### src/rtl/demux_pkg.sv
// Channel constants and index helpers shared by the 1-to-5 demux and the 5-to-1 selector side.
package demux_pkg;

    localparam int NUM_CH = 5;
    localparam int SEL_W  = 3;
    localparam logic [SEL_W-1:0] LAST_CH = 3'd4;

    typedef logic [SEL_W-1:0] ch_idx_t;

    function automatic logic ch_in_range(input ch_idx_t c);
        return (c <= LAST_CH);
    endfunction

    function automatic ch_idx_t next_ch(input ch_idx_t c);
        return (c == LAST_CH) ? ch_idx_t'(0) : ch_idx_t'(c + 3'd1);
    endfunction

endpackage

### src/rtl/two_demux5_reg_rise_detect.sv
// Rising-edge detector for a level request: one strobe cycle per 0->1 transition.
module rise_detect #(
    parameter logic RST_VAL = 1'b1
) (
    input  logic clk,
    input  logic rst_n,
    input  logic d,
    output logic strobe
);

    logic load_q;

    // Resetting high means a level already asserted at reset release is not an edge.
    always_ff @(posedge clk or negedge rst_n) begin
        if (!rst_n)
            load_q <= RST_VAL;
        else
            load_q <= d;
    end

    assign strobe = d & ~load_q;

endmodule

### src/rtl/two_demux5_reg.sv
// Registered 1-to-5 demultiplexer with manual select or round-robin pointer.
// Optional macro DEMUX_EXCLUSIVE_EN: each write clears all other channels (one-hot valid).
module two_demux5_reg
    import demux_pkg::*;
#(
    parameter int               WIDTH     = 2,
    parameter logic [WIDTH-1:0] RESET_VAL = '0
) (
    input  logic              clk,
    input  logic              rst_n,
    input  logic [WIDTH-1:0]  din,
    input  logic [SEL_W-1:0]  sel,
    input  logic              load,
    input  logic              auto_en,
    output logic [WIDTH-1:0]  out0,
    output logic [WIDTH-1:0]  out1,
    output logic [WIDTH-1:0]  out2,
    output logic [WIDTH-1:0]  out3,
    output logic [WIDTH-1:0]  out4,
    output logic [NUM_CH-1:0] valid,
    output logic [SEL_W-1:0]  ptr,
    output logic              err
);

    logic             strobe;
    ch_idx_t          target;
    logic             target_ok;
    logic [WIDTH-1:0] ch_q [NUM_CH];

    rise_detect #(
        .RST_VAL (1'b1)
    ) u_rise (
        .clk    (clk),
        .rst_n  (rst_n),
        .d      (load),
        .strobe (strobe)
    );

    assign target    = auto_en ? ptr : sel;
    assign target_ok = ch_in_range(target);

    always_ff @(posedge clk or negedge rst_n) begin
        if (!rst_n) begin
            for (int i = 0; i < NUM_CH; i++)
                ch_q[i] <= RESET_VAL;
            valid <= '0;
            ptr   <= '0;
            err   <= 1'b0;
        end else begin
            // The pointer is always in range, so only a manual select can fault.
            err <= strobe & ~target_ok;
            if (strobe && target_ok) begin
                for (int i = 0; i < NUM_CH; i++) begin
                    if (target == ch_idx_t'(i)) begin
                        ch_q[i]  <= din;
                        valid[i] <= 1'b1;
                    end else begin
`ifdef DEMUX_EXCLUSIVE_EN
                        ch_q[i]  <= RESET_VAL;
                        valid[i] <= 1'b0;
`endif
                    end
                end
                if (auto_en)
                    ptr <= next_ch(ptr);
            end
        end
    end

    assign out0 = ch_q[0];
    assign out1 = ch_q[1];
    assign out2 = ch_q[2];
    assign out3 = ch_q[3];
    assign out4 = ch_q[4];

endmodule

### config.mk
export PLATFORM = sky130hd
export DESIGN_NAME = two_demux5_reg
export DESIGN_NICKNAME = d
export VERILOG_FILES = /design/src/rtl/demux_pkg.sv /design/src/rtl/two_demux5_reg_rise_detect.sv /design/src/rtl/two_demux5_reg.sv
export SDC_FILE = /design/constraint.sdc
export NUM_CORES = 1
export LEC_CHECK = 0
export BUFFER_PORTS_ARGS = -buffer_cell sky130_fd_sc_hd__buf_2
export CAP_MARGIN = 25
export CORE_ASPECT_RATIO = 0.9
export CORE_MARGIN = 2
export CORE_UTILIZATION = 52
export CTS_CLUSTER_SIZE = 10
export DETAILED_ROUTE_END_ITERATION = 8
export PLACE_DENSITY = 0.8
export SKIP_CTS_REPAIR_TIMING = 1
export SLEW_MARGIN = 20
export SYNTH_ARGS = -nofsm -noshare
export SYNTH_HDL_FRONTEND = slang
export SYNTH_SLANG_ARGS = --single-unit
### constraint.sdc
create_clock -name clk -period 4.15 [get_ports clk]
set_clock_uncertainty 0.2 [all_clocks]
set_input_delay 0.2075 -clock clk [delete_from_list [all_inputs] [get_ports clk]]
set_output_delay 0.2075 -clock clk [all_outputs]
set_load 0.1 [all_outputs]
Yosys cells after proc, flatten, opt, wreduce, memory -nomap -nowiden --
Index checks and enable logic that the tools add are counted.
Operators by class: bitwise logic cells 4, magnitude comparators 1, multiplexer cells 2, reduce and logical (&&, ||, !) cells 8, add/subtract/negate cells 1, equal/unequal tests 5
Operators with widths (number):
- AND reduction 2 bit | 6
- equality test 3 x 2 -> 1 bit, second input constant | 2
- equality test 3 bit, second input constant | 2
- two-way mux 3 bit | 2
- adder 3 x 1 -> 3 bit, second input constant | 1
- equality test 3 x 1 -> 1 bit, second input constant | 1
- <= comparator 3 bit, second input constant | 1
- logical NOT 3 bit | 1
- AND 1 bit | 2
- inverter 1 bit | 2
- logical AND 1 bit | 1
Word-level totals: output and inout bits 19, register bits 20

Depth between registers and ports, before layout --
Gate-level depths: netlist of the first run.
word-level depth 4, depth in mapped cells 5

Hierarchy --
A second synthesis of the first run with hierarchy kept.
Second synthesis, totals: cells, all modules 68, area total of the unflattened synthesis 920.9 µm²
By module, submodules not included:
- two_demux5_reg | cells each 66, area each 880.8 µm², instances 1, sequential area each 475.5 µm²
- rise_detect | cells each 2, area each 40.0 µm², instances 1, sequential area each 26.3 µm²

Least setup slack after synthesis of the first run --
Ideal clock, no wire load.
path type register to register, from reg ptr[1], to reg ch_q, in the netlist out2[0], period minus slack after synthesis 2.406 ns, setup time 0.125 ns, required time 3.825 ns, slack 1.744 ns, arrival time 2.080 ns, cell stages (with the launch flop) 4, cells stage by stage dfrtp_1 mux2i_1 or4b_4 mux2_4
On the way: cells in the longest elaborated chain, start to end 4, elaborated cells between the ends (all ways) 5, those cells by class order compare (1); eq/ne (1); mux (1); reduce/logical (2)
Ends and longest elaborated chain:
- start, declared | line two_demux5_reg.sv:21 | output logic [SEL_W-1:0] ptr,
- start signal, assigned | line two_demux5_reg.sv:65 | ptr <= next_ch(ptr);
- two-way mux 3 bit * | line two_demux5_reg.sv:39 | assign target = auto_en ? ptr : sel;
- <= comparator 3 bit | line demux_pkg.sv:11 | return (c <= LAST_CH);
- logical AND 1 bit | line two_demux5_reg.sv:52 | if (strobe && target_ok) begin
- AND reduction 2 bit (no source line) *
- end signal, assigned by index | line two_demux5_reg.sv:55 | ch_q[i] <= din;
- end, declared | line two_demux5_reg.sv:28 | logic [WIDTH-1:0] ch_q [NUM_CH];
Every way passes the cells marked *; elsewhere a longest branch is shown, timed or not. A chain may end at the register's enable or synchronous reset.

Final worst setup path of the first run --
from in load, to reg ch_q, in the netlist out2[1]
On the way: cells in the longest elaborated chain, start to end 3
Ends and longest elaborated chain:
- start, declared | line two_demux5_reg.sv:13 | input logic load,
- AND 1 bit | line two_demux5_reg_rise_detect.sv:21 | assign strobe = d & ~load_q;
- logical AND 1 bit | line two_demux5_reg.sv:52
- AND reduction 2 bit (no source line)
No other way between the ends.

==> flow_summary.toml, run 1 <==
[drt]
vias = 649
routed_wl_microns = 1780
ant_nets = 0
dr.pass1.iters = 4
drc = 0
first_iter_violations = 15
viasPerCell = 5.32
wire_per_inst_microns = 14.6

[synth]
synth_simple_gate_area_frac = 0.143
yosysTopAreaCell = "dfrtp_1"
synth_edf_count = 0
synth-xor-area-share = 0
postSynthAreaPerCell_sq_um = 13.5
netlist.area_leader.share = 0.542
yosys.cell_types.count = 24
ys_top_cells_by_area = "dfrtp_1 (54%), mux2_2 (12%), mux2_4 (5.1%)"
synth_common_cells = "dfrtp_1 (19), mux2_2 (9), nand2b_1 (4), mux2_4 (3), nand2_1 (3)"
synth_top_family_by_area = "multiplexers"
synth_seq_area_share = 0.572
synth-async-reset-ratio = 1.00
synth_compound_area_frac = 0.0456
synth_nets = 76
yosys.cell_count.top_type = "dfrtp_1"
synth_area_sq_um = 877
yosys_most_used_dff = "dfrtp_1"
ys_ff_latch = 20
yosys.area_share.adder = 0.0285
syn_inst = 65
synth.area.mux_share = 0.190
ys_warn_count = 0

[placement]
post-dp-hpwl_microns = 1290
place_congestion = 0.906
post-place-ws_ns = 2.22
numPortBuffers = 27

[timing]
slew_violations = 0
hold_slack_ns = 0.00629
relSlewSlack = 0.668
finalSetupViolations = 0
finalCritPeriodShare = 0.501
tightest_slew_ns = 0.502
period_needed_ns = 2.08
hold_viol = 0
clock.fmax_ghz = 0.481
tns_ns = 0
setup_ws_ns = 2.07
rsz0062_at_grt = "no"

[clocking]
htreeDepth = 1
cts-root-buf = "clkbuf_4"
cts_buffer_depth = 2
clock-sinks = 20
path_clk_slew_ns = 0.12
clkLatencyLatePin_ns = 0.29
cts_made_buffers = 3
cts_tree = "done"

[floorplanning]
start_util = 0.538
die_h_microns = 43.0
die_w_microns = 47.3
rows = 14
core_sq_mm = 0.00163
io_pins = 28
dieArea_sq_mm = 0.00203

[critical_path]
arrival_ns = 2.08
critical_path_class = "input port to flop"
endpoint_kind = "flop"
start_kind = "input port"
worstPathRequired_ns = 4.15
r2r_slack_ns = 2.20
crit_path_max_fanout = 7

[global_route]
gr-total-overflow = 0
grt_use_met2 = 0.303
grt_max_degree = 21
gr-usage-met3 = 0.0255
grt_pass1_vias = 617
grt_busiest_layer = "met2"
grt_pass1_wl_microns = 2790
met1_usage = 0.273
antenna_found_initial = 0
track_usage = 0.199

[cells_and_area]
diodes = 0
finalNetCount = 110
post-route-util = 0.684
area_growth_pct = 27.0
fillerInstances = 123
drive_gt1_frac = 0.459

[run_status]
status = "finished clean"

[min_path]
hold_path.class = "input port to flop"

[run]
maxCapViolCount = 0
[cells in the final DEF (no fill, tap or decap), drive strengths merged]
master / n
bufinv: 1
nor3: 2
a22o: 1
nor2: 2
nand3b: 1
mux2: 12
o21ai: 2
inv: 2
clkbuf: 3
or4b: 1
nand2: 3
o211ai: 2
or2b: 1
or4: 1
nand4b: 1
nand2b: 4
nand4: 2
dfstp: 1
dfrtp: 19
ha: 2
mux2i: 2
o22ai: 1
nor3b: 1
nor2b: 1
buf: 27
dlygate4sd3: 3
[routing by layer]
metal  share of wire  vias to the layer above
li1                -                      299
met1            0.45                      328
met2            0.51                       20
met3           0.042                        2
met4          0.0051                        0
met5               0                        -
[critical path: stages]
cell	delay (ns)
dlygate4sd3_1	0.52
buf_2	0.12
nor2b_1	0.37
or4b_4	0.55
mux2_4	0.31
[sequential cells by signal, summed over array words and instances (netlist names)]
signal / cells
ptr: 3
err: 1
out2: 2
out0: 2
out4: 2
out3: 2
out1: 2
u_rise.load_q: 1
valid: 5
[through the flow]
stage | instances | area, sq um
after floorplan | 65 | 877
final | 122 | 1110
after detailed placement | 115 | 1030
after CTS | 119 | 1080
after global routing | 122 | 1110
after global placement | 115 | 1030
[layout make-up]
class | count | area, sq um | area share
multi-input combinational | 42 | 357 | 0.320
inverter | 2 | 7.51 | 0.00674
sequential | 20 | 502 | 0.451
tap | 24 | 30.0 | 0.0270
timing repair buffer | 30 | 165 | 0.148
clock inverter | 1 | 30.0 | 0.0270
clock buffer | 3 | 22.5 | 0.0202
[cell families (layout without fill, tap and decap cells)]
family,after synthesis,in the layout
AOI/OAI and AO/OA,6,6
adders and majority gates,2,2
buffers and inverters,3,36
DFF,20,20
muxes,14,14
and+or+nand+nor,20,20
[worst paths after layout]
path                                from             to  cells after the start
worst max-delay path                load        out2[1]                      5
worst min-delay path              din[1]        out4[1]                      2
worst max register to register    ptr[2]        out2[1]                      3
worst min register to register  valid[0]       valid[0]                      1
max in group asynchronous          rst_n  u_rise.load_q                      2
min in group asynchronous          rst_n        out2[1]                      2
Power of run 1 is left out: the tool's default activity adds up to more than one toggle a clock period on the data nets, which glitch-free logic cannot reach.
==> inputs of run 2 (changes only) <==
ABC_AREA = 1   (was unset)
CORE_UTILIZATION = 49   (was 52)
PLACE_DENSITY = 0.76   (was 0.8)
clock period = 2.1 ns   (was 4.15 ns; I/O delays follow)
==> run 2 against run 1 <==
  * Sequential cell count unchanged
  * First-iteration DRC count decreased by 67%
  * Via count increased by 17%
  * Register-to-register slack got worse by 1.6 ns
  * Clock-buffer cell count increased by 1
  * Global-route usage decreased by 1.8 points
  * Non-clock buffer count increased by 2
  * Area after synthesis increased by 4.7%
  * Synthesized cell count increased by 55%
  * Die area increased by 10%
  * Sequential share of layout area decreased by 1.8 points
  * Critical path depth increased by 4
  * Largest cell class unchanged
==> flow_summary.toml, run 2 <==
[synth]
yosysTopAreaCell = "dfrtp_1"
yosys.cell_count.top_type = "nand2_1"
ys_ff_latch = 20
syn_inst = 101
netlist.area_leader.share = 0.518
yosys_most_used_dff = "dfrtp_1"
synth_common_cells = "nand2_1 (31), dfrtp_1 (19), inv_1 (15), o21ai_1 (10), nand3_2 (5)"
synth-async-reset-ratio = 1.00
synth_nets = 112
synth_edf_count = 0
synth_seq_area_share = 0.546
synth_area_sq_um = 918
ys_warn_count = 0
ys_top_cells_by_area = "dfrtp_1 (52%), nand2_1 (13%), inv_1 (6.1%)"
postSynthAreaPerCell_sq_um = 9.09
yosys.cell_types.count = 17

[cells_and_area]
top_register = "valid"
finalNonFillerCells = 161
layout_commonest_cell = "nand2_1"
diodes = 0
largest_reg_flops = 5
finalNetCount = 149
drive_gt1_frac = 0.336
fillerInstances = 146
area_growth_pct = 26.3
top_regs = "valid x5, ptr x3"
layout_common_cells = "nand2_1 (31), buf_2 (27), dfrtp_1 (19), inv_1 (15), o21ai_1 (10)"

[clocking]
htreeDepth = 1
cts_buffer_depth = 2
cts-root-buf = "clkbuf_4"
path_clk_slew_ns = 0.11
cts_tree = "done"
clock-sinks = 20
clkLatencyLatePin_ns = 0.30
cts_made_buffers = 3

[run_status]
status = "finished clean"

[timing]
rsz0062_at_grt = "no"
hold_viol = 0
finalSetupViolations = 0
tns_ns = 0
relSlewSlack = 0.677
slew_violations = 0
finalCritPeriodShare = 0.738
tightest_slew_ns = 0.488
clock.fmax_ghz = 0.645
period_needed_ns = 1.55

[drt]
wire_per_inst_microns = 10.6
drc = 0
dr.pass1.iters = 4
first_iter_violations = 5
ant_nets = 0
vias = 757
viasPerCell = 4.70
routed_wl_microns = 1710

[min_path]
hold_path.class = "input port to asynchronous set/reset pin"

[critical_path]
r2r_slack_ns = 0.65
cp_top_family = "buffers and inverters"
crit_path_cell_trace = "dlygate4sd3_1 -> buf_2 -> inv_1 -> nor2_2 -> inv_2 -> nor2_8 -> nand3_2 -> nand2_1 -> o21ai_1"
r2r_cells = 6
r2r_start = "u_rise.load_q"
r2r-end = "out3[0]"
cpMaxStageDelayCell = "dlygate4sd3_1"
start_kind = "input port"
path_buf_inv = 4
crit_path_max_fanout = 6
max_stage_delay_ns = 0.52
endpoint_kind = "flop"
worstPathRequired_ns = 2.08
critical_path_class = "input port to flop"
arrival_ns = 1.53

[placement]
place_inst = 152
place_congestion = 0.719
numPortBuffers = 27
post-dp-hpwl_microns = 1370

[global_route]
track_usage = 0.181
gr-total-overflow = 0
grt_max_degree = 21
grt_pass1_wl_microns = 2990
grt_pass1_vias = 710
antenna_found_initial = 0

[floorplanning]
io_pins = 28
dieArea_sq_mm = 0.00224
core_sq_mm = 0.00172
start_util = 0.535
die_h_microns = 45.1
rows = 14
die_w_microns = 49.6

[run]
maxCapViolCount = 0
run 2: cell count changes after synthesis, sizes merged, moves of 2 or more:
cell,delta
nor3,-2
nand2b,-4
mux2i,-2
mux2,-12
clkinv,+2
nand3,+6
o211ai,-2
nand2,+33
o21ai,+8
inv,+15
nor2,+3
run 2: cells by family (layout without fill, tap and decap cells):
| logic type | count (synthesis) | after routing | share of synthesized area |
|---|---|---|---|
| AND/OR/NAND/NOR | 50 | 50 | 0.294 |
| flip-flops | 20 | 20 | 0.546 |
| buffers and inverters | 19 | 55 | 0.0777 |
| AO/OA/AOI/OAI | 10 | 10 | 0.0545 |
| adder cells (fa/ha/maj) | 2 | 2 | 0.0272 |
run 2: through the flow:
| stage | area (sq um) | util | hold slack [ns] | setup slack (ns) |
|---|---|---|---|---|
| after detailed placement | 1080 | 0.631 | -0.134 | 0.656 |
| after CTS | 1110 | 0.647 | -0.464 | 0.574 |
| after global placement | 1080 | 0.631 | -0.135 | 0.686 |
| final | 1160 | 0.676 | 0.0504 | 0.550 |
| after global routing | 1160 | 0.676 | 0.0876 | 0.443 |
| after floorplan | 918 | - | -0.391 | 0.143 |
run 2: worst max-delay path by stage:
stage                   from      end  slack (ns)  depth (start not counted)
2_1_floorplan         ptr[2]  out4[0]        0.14                          5
5_1_grt                 load  out1[0]        0.44                          9
3_5_place_dp   u_rise.load_q  out3[0]        0.66                          6
6_report                load  out3[0]        0.55                          9
4_1_cts               ptr[2]   ptr[2]        0.57                          1
3_3_place_gp   u_rise.load_q  out1[0]        0.69                          6
run 2: layer usage:
| metal | part of all wire | GRT usage |
|---|---|---|
| met1 | 0.45 | 0.216 |
| met4 | 0.0058 | 0.0500 |
| met5 | 0 | 0 |
| met2 | 0.49 | 0.320 |
| met3 | 0.050 | 0.0596 |
run 2: layout make-up:
cell class              count  area, sq um  share of cell area
well taps                  24         30.0              0.0259
repair buffers             32          185               0.160
multi-input cells          62          345               0.298
flip-flops and latches     20          502               0.433
clock buffers               4         26.3              0.0227
inverters                  19         71.3              0.0615
run 2: worst register-to-register path, cell delays in order, from the launching register on:
cell and delay (ns):
dfstp_2 0.38, nor2_2 0.25, inv_2 0.11, nor2_8 0.15, nand3_2 0.12, nand2_1 0.08
o21ai_1 0.06
Power of run 2 is left out for the same reason.
==> inputs of run 3 (changes only) <==
ABC_AREA = 0   (was 1)
CORE_UTILIZATION = 43   (was 49)
PLACE_DENSITY = 0.71   (was 0.76)
clock period = 1.4 ns   (was 2.1 ns; I/O delays follow)
==> run 3 against run 2 <==
  * The flow now finishes with violations (setup timing)
  * Clock-buffer cell count did not move
  * Worst setup slack got worse by 1.1 ns
  * Die area rose by 8.1%
  * Cell area rose by 20%
  * Critical path type is now flop to flop
  * Critical endpoint is now out2[0]
  * Largest cell class unchanged
==> flow_summary.toml, run 3 (synthesis gave the netlist of run 1 again) <==
[floorplanning]
io_pins = 28
dieArea_sq_mm = 0.00242
rows = 15
core_sq_mm = 0.00191
start_util = 0.458
die_h_microns = 46.8
die_w_microns = 51.6

[global_route]
gr-total-overflow = 0
antenna_found_initial = 0
grt_pass1_vias = 642
track_usage = 0.165
grt_max_degree = 21
grt_pass1_wl_microns = 2860

[cells_and_area]
top_regs = "valid x5, ptr x3"
top_register = "valid"
layout_commonest_cell = "buf_2"
drive_gt1_frac = 0.615
finalNetCount = 129
largest_reg_flops = 5
area_growth_pct = 59.1
seq_area_sq_um = 513
fillerInstances = 148
diodes = 0
layout_common_cells = "buf_2 (22), dfrtp_1 (16), buf_4 (14), mux2_4 (8), clkbuf_4 (5)"
multi_input_area_sq_um = 437

[timing]
tightest_slew_ns = 0.491
clock.fmax_ghz = 0.521
rsz0062_at_grt = "yes"
finalSetupViolations = 19
setup_ws_ns = -0.519
relSlewSlack = 0.675
period_needed_ns = 1.92
finalCritPeriodShare = 1.37
hold_viol = 0
slew_violations = 0

[drt]
first_iter_violations = 4
wire_per_inst_microns = 13.5
routed_wl_microns = 1920
vias = 693
drc = 0
ant_nets = 0
dr.pass1.iters = 3
viasPerCell = 4.88

[critical_path]
r2r_slack_ns = -0.52
crit_path_max_fanout = 3
critical_path_class = "flop to flop"
endpoint_kind = "flop"
worstPathRequired_ns = 1.39
start_kind = "flop"
arrival_ns = 1.91

[placement]
post-place-ws_ns = -0.516
post-dp-hpwl_microns = 1400
place_congestion = 0.771
numPortBuffers = 27

[clocking]
clkLatencyLatePin_ns = 0.29
clock-sinks = 20
path_clk_slew_ns = 0.11
cts_made_buffers = 3
htreeDepth = 1
cts_buffer_depth = 2
cts_tree = "done"
cts-root-buf = "clkbuf_4"

[run_status]
status = "finished, violations left"
violations = "setup timing"

[run]
maxCapViolCount = 0

[min_path]
hold_path.class = "input port to flop"
## run 3: cell count changes in the layout (fill, tap and decap cells not counted), moves of 5 or more
cell | previous run | this run
mux2_4 | 0 | 8
nand3_2 | 5 | 0
buf_2 | 27 | 22
buf_4 | 0 | 14
inv_1 | 15 | 0
nand2_1 | 31 | 3
o21ai_1 | 10 | 0
## run 3: cell type report
cell class                 instances  area share
sequential                        20       0.368
inverter                           2     0.00897
clock buffer                       4      0.0188
tap                               25      0.0224
multi-input combinational         42       0.313
timing repair buffer              49       0.269
## run 3: routing by layer
| layer | vias to the layer above | global-route usage | share of wire | wire [microns] |
|---|---|---|---|---|
| li1 | 339 | - | - | - |
| met1 | 334 | 0.200 | 0.45 | 866 |
| met2 | 16 | 0.300 | 0.50 | 959 |
| met3 | 4 | 0.0573 | 0.032 | 62 |
| met4 | 0 | 0.0158 | 0.015 | 28 |
| met5 | - | 0 | 0 | 0 |
## run 3: worst paths after layout
kind                                from  cells after the start        to
min in group asynchronous          rst_n                      2   out2[1]
worst min register to register  valid[0]                      1  valid[0]
worst max register to register    ptr[0]                      3   out2[0]
worst min-delay path             auto_en                      4    ptr[0]
max in group asynchronous          rst_n                      2    ptr[1]
worst max-delay path              ptr[0]                      3   out2[0]
## run 3: stage by stage
| step | instances | utilization | setup TNS [ns] | hold WS (ns) | area, sq um |
|---|---|---|---|---|---|
| 2_1_floorplan | 65 | - | -5.34 | -0.426 | 942 |
| 3_3_place_gp | 132 | 0.659 | -4.91 | -0.168 | 1260 |
| 3_5_place_dp | 132 | 0.659 | -5.22 | -0.164 | 1260 |
| 4_1_cts | 136 | 0.673 | -5.50 | -0.492 | 1290 |
| 5_1_grt | 142 | 0.729 | -5.62 | 0.0225 | 1400 |
| 6_report | 142 | 0.729 | -4.77 | 0.0241 | 1400 |
## run 3: worst max-delay path, stage by stage (launching register included)
cell,delay [ns]
dfrtp_4,0.48
mux2_4,0.27
or4b_4,0.57
mux2_4,0.31
Power of run 3 is left out for the same reason.
